$ cat config.mk
export PLATFORM = sky130hd
export DESIGN_NAME = jtframe_cencross_strobes
export DESIGN_NICKNAME = d
export VERILOG_FILES = /design/src/rtl/jtframe_cencross_strobes.sv
export SDC_FILE = /design/constraint.sdc
export NUM_CORES = 1
export LEC_CHECK = 0
export ABC_AREA = 1
export BUFFER_PORTS_ARGS = -buffer_cell sky130_fd_sc_hd__buf_4
export CAP_MARGIN = 20
export CORE_MARGIN = 2
export CORE_UTILIZATION = 30
export CTS_CLUSTER_DIAMETER = 50
export CTS_CLUSTER_SIZE = 16
export DETAILED_ROUTE_END_ITERATION = 12
export GPL_ROUTABILITY_DRIVEN = 0
export SLEW_MARGIN = 0
export SYNTH_ARGS = -nofsm -noshare
export SYNTH_HDL_FRONTEND = slang
export SYNTH_SLANG_ARGS = --single-unit
$ cat constraint.sdc
create_clock -name clk -period 0.98 [get_ports clk]
set_input_delay 0 -clock clk [delete_from_list [all_inputs] [get_ports clk]]
set_output_delay 0 -clock clk [all_outputs]
set_load 0.005 [all_outputs]
$ cat src/rtl/jtframe_cencross_strobes.sv
// Multi-channel strobe crossing into the cen domain, with per-channel pending counters,
// enforced low gap, sticky overflow and busy status. Define JTFRAME_CENCROSS_SYNC_EN for async stin.
module jtframe_cencross_strobes #(
  parameter int W    = 4,
  parameter int CNTW = 2,
  parameter int BOTH = 0
) (
  input  logic         clk,
  input  logic         rst,
  input  logic         cen,
  input  logic [W-1:0] stin,
  input  logic [W-1:0] ovf_clr,
  output logic [W-1:0] stout,
  output logic [W-1:0] busy,
  output logic [W-1:0] ovf
);

  localparam logic [CNTW-1:0] CNT_MAX = {CNTW{1'b1}};

  logic [W-1:0]    st_s;
  logic [W-1:0]    last;
  logic [W-1:0]    ev;
  logic [W-1:0]    dec;
  logic [W-1:0]    sat;
  logic [W-1:0]    stout_nx;
  logic [W-1:0]    ovf_nx;
  logic [CNTW-1:0] cnt    [W];
  logic [CNTW-1:0] cnt_nx [W];

`ifdef JTFRAME_CENCROSS_SYNC_EN
  logic [W-1:0] sync0;
  logic [W-1:0] sync1;

  always_ff @(posedge clk) begin
    if (rst) begin
      sync0 <= '0;
      sync1 <= '0;
    end else begin
      sync0 <= stin;
      sync1 <= sync0;
    end
  end

  assign st_s = sync1;
`else
  assign st_s = stin;
`endif

  assign ev = (BOTH != 0) ? (st_s ^ last) : (st_s & ~last);

  always_comb begin
    dec      = '0;
    sat      = '0;
    stout_nx = stout;
    ovf_nx   = ovf;
    busy     = '0;
    for (int i = 0; i < W; i++) begin
      cnt_nx[i] = cnt[i];
      // a high stout always spends the next cen period low, so nothing is consumed then
      if (cen) begin
        if (stout[i]) begin
          stout_nx[i] = 1'b0;
        end else if (cnt[i] != '0 || ev[i]) begin
          stout_nx[i] = 1'b1;
          dec[i]      = 1'b1;
        end
      end
      if (ev[i] && !dec[i]) begin
        if (cnt[i] == CNT_MAX) sat[i] = 1'b1;
        else                   cnt_nx[i] = cnt[i] + CNTW'(1);
      end else if (dec[i] && !ev[i]) begin
        cnt_nx[i] = cnt[i] - CNTW'(1);
      end
      ovf_nx[i] = sat[i] | (ovf[i] & ~ovf_clr[i]);
      busy[i]   = (cnt[i] != '0) | stout[i];
    end
  end

  always_ff @(posedge clk) begin
    if (rst) begin
      last  <= '0;
      stout <= '0;
      ovf   <= '0;
      for (int i = 0; i < W; i++) cnt[i] <= '0;
    end else begin
      last  <= st_s;
      stout <= stout_nx;
      ovf   <= ovf_nx;
      for (int i = 0; i < W; i++) cnt[i] <= cnt_nx[i];
    end
  end

endmodule
Word level (Yosys, flattened, before mapping)
Memories as Yosys holds them, arrays and structs flattened.
Index checks and enable logic that the tools add are counted.

operators by class
  equality and inequality tests = 4
  muxes and demuxes = 39
  bitwise logic cells = 22
  reduce and logical (&&, ||, !) cells = 24
  add/subtract/negate cells = 8

operator list
  kind                                                                count
  2-bit two-way mux                                                   16
  1-bit two-way mux                                                   23
  1-bit OR                                                            12
  2-bit by 1-bit adder with 2-bit output, second input constant       4
  2-bit == test, second input constant                                4
  1-bit logical AND                                                   8
  1-bit logical NOT                                                   8
  2-bit nonzero test                                                  4
  2-bit by 1-bit subtractor with 2-bit output, second input constant  4
  1-bit AND                                                           4
  4-bit AND                                                           1
  1-bit logical OR                                                    4
  1-bit inverter                                                      4
  4-bit inverter                                                      1

word-level totals
  flip-flop bits (word level) = 12
  logic and storage cells = 101
  bits of input ports = 11
  memories = 1
  RAM bits = 8
  output and inout port bits = 12

memories
  memory  depth  width  rd ports  clocked after Yosys merged registers in  write ports  RTL line  text
  cnt     4      2      4         0                                        4            27        logic [CNTW-1:0] cnt [W];

Depth between registers and ports, before layout
  depth after elaboration = 10
  mapped depth = 6
  mapped depth without buffers = 6

Least setup slack after synthesis
Ideal clock, no wire load.

  path type = reg2reg
  from = register stout[1]
  to = memory cnt[1][0]
  stages on the path, launching flop included = 6
  library setup time = 115 ps
  clock period less this slack = 924 ps
  arrival = 809 ps
  path slack = 56 ps
  cells stage by stage = dfxtp_1 -> inv_1 -> nand2_1 -> nand3_1 -> a21oi_1 -> nor2_1

RTL lines
  what                    RTL line  text
  from (decl)             13        output logic [W-1:0] stout,
  from (signal assigned)  87        stout <= stout_nx;
  to (decl)               27

==> run metrics <==
number of enable flip-flop cells after synthesis=0; Post-Place Cell Area=1261 µm²; clock tree root buffer cell=clkbuf_4; post-detailed-routing wire length=2.422 mm; cell count after placement=219; total grt overflow=0; PortBufs=22; initial cell density of the core=30.59%; Synth top cells by count=nand2_1, inv_1, dfxtp_1; Num CTS Buffers=3; top cells by area, synth=dfxtp_1, nand2_1, inv_1; origin of the worst min-delay path=cen; failing checks=setup timing; overall fraction of global-route tracks in use=13.53%; fin cells=241; Worst Tran Pin Value=182.3 ps; worst min-delay path category=input pin to flop; Floorplan Core Area=3284 µm²; via count=1063; worst-path fanout max=3; final total power=1.989 mW; number of distinct library cells after synthesis=11; crit path from=cnt[2][0]$_SDFFE_PP0P_; worst slack, placed=5.562 ps; number of placed I/O pins=23; largest net degree at the start of global routing=14; clock period minus final worst setup slack=1001 ps; final-report max-slew violation count=0; share of synthesized area occupied by flip-flops and latches=39.85%; Layout Cell Area excl Fill=1594 µm²; mean instance size in the synthesized netlist=6.835 µm²; number of synthesized register bits=20; signal arrival time at the worst endpoint=1000 ps; vias in the first global route=940; dominant cell by count in the synthesized netlist=nand2_1; Rel. slew slack=87.80%; residual antenna-violating net count after detailed routing=0; violation count after the first detailed-routing iteration=25; most common flop cell mapped by yosys=dfxtp_1; Antenna Cells=0; register clock-pin slew on the reported worst setup and hold paths=110 ps; clock latency on the worst-skew pair=300 ps; horizontal extent of the die=61.87 µm; endpoint kind of the worst setup timing path=output pin; final cell utilization of the core=48.53%; Std-Cell Rows=21; initial antenna violation count=0; Crit Reg-Reg Startpoint=stout[2]$_SDFFE_PP0P_; skew final=3.973 ps; proportion of layout cells with a drive suffix above 1=47.69%; DR vias/cell=4.411; proportion of synthesized flip-flops having asynchronous set or reset=0%; wire length of the first global-routing pass=3.808 mm; number of hold violations in the final report=0; synthesized netlist cell count=147; WL per Instance=10.05 µm; Power Density=1248 nW/µm²; post-detail-place hpwl=1.543 mm; result of the run=complete, but fails checks; final clock period utilization by the worst path=102.1%; setup repair after global routing missed its margin=yes; Num Clock Sinks=20; die height=61.87 µm; Initial DRT Pass Iterations=4; critical path type=flop to output pin; cell area after synthesis=1005 µm²; die footprint=3828 µm²; CP Data Required Time=980 ps; Synth area leader=dfxtp_1; Leakage Power=0.7474 nW; number of nets in the layout=207; relative area change from synthesis to final layout=58.66%; TritonCTS clock tree=built; sum of negative setup slack=-42.79 ps; fraction of synthesized cell area taken by the top area cell type=39.85%; count of maximum capacitance violations=0; final setup fails=3; maximum operating frequency=999.3 MHz; final worst setup slack=-20.69 ps; type of origin of the critical path=flop; DRC violations left=0; Max H-tree Level=1; count of warnings emitted by yosys=0; Synthesized Nets=158; Max Root-Sink Buffers=2; hold_ws=56.37 ps; worst vdd ir=548.0 µV
cell type report:
type,instances,area [µm²]
fill,341,1690
multi-input combinational,100,579.3
sequential,20,426.7
timing repair buffer,45,390.4
inverter,26,103.9
tap,46,57.56
clock buffer,4,36.28
sequential cells by signal (all words and copies together), names as in the netlist:
signal / cells
stout: 4
cnt: 8
ovf: 4
last: 4
cell families after synthesis:
group / count (synthesis) / share of synthesized area (%)
flip-flops: 20 / 39.85
buffers and inverters: 27 / 10.34
AO/OA/AOI/OAI: 20 / 9.963
AND/OR/NAND/NOR: 80 / 39.85
worst max-delay path: stages (launching register included):
cell	delay, ps
dfxtp_2	350
inv_2	60
buf_6	100
nand3_2	70
buf_6	120
cells in the final DEF (no fill, tap or decap), drive strengths merged:
master,n
a21oi,16
buf,36
nand3,24
dlygate4sd3,9
dfxtp,20
clkbuf,4
inv,25
nand2,36
o21ai,4
nor2,20
clkinvlp,1
report_power, final:
| group | internal [mW] | total [mW] | switching (mW) | leakage, nW |
|---|---|---|---|---|
| combinational | 0.309 | 0.594 | 0.285 | 0.556 |
| sequential | 0.866 | 0.907 | 0.0413 | 0.170 |
| clock | 0.227 | 0.488 | 0.261 | 0.0210 |
| total | 1.40 | 1.99 | 0.588 | 0.747 |
path summary, 6_finish.rpt:
check	endpoint	slack (ps)	cells past startpoint
hold reg to reg	ovf[1]$_SDFF_PP0_	470	2
setup / recovery	busy[2]	-20	4
setup reg to reg	cnt[2][0]$_SDFFE_PP0P_	30	5
hold / removal	stout[2]$_SDFFE_PP0P_	60	4
what timing repair did:
item | CTS | global route
hold endpoints to repair | 12 | 0
pin swaps | 0 | 6
hold buffers | 9 | 0
resized for setup | 24 | 30
gates cloned | 0 | 0
setup buffers | 6 | 4
endpoints found under the setup margin | 8 | 16
routing by layer:
layer  part of all wire (%)  track usage (%)  vias up  wire length (µm)
met4                   0.62            5.471        0                15
met3                    4.3            3.520        2               103
li1                       -                -      559                 -
met5                      0                0        -                 0
met1                     45            16.46      478              1095
met2                     50            22.71       24              1207
Power figures use the tool's default switching activity.
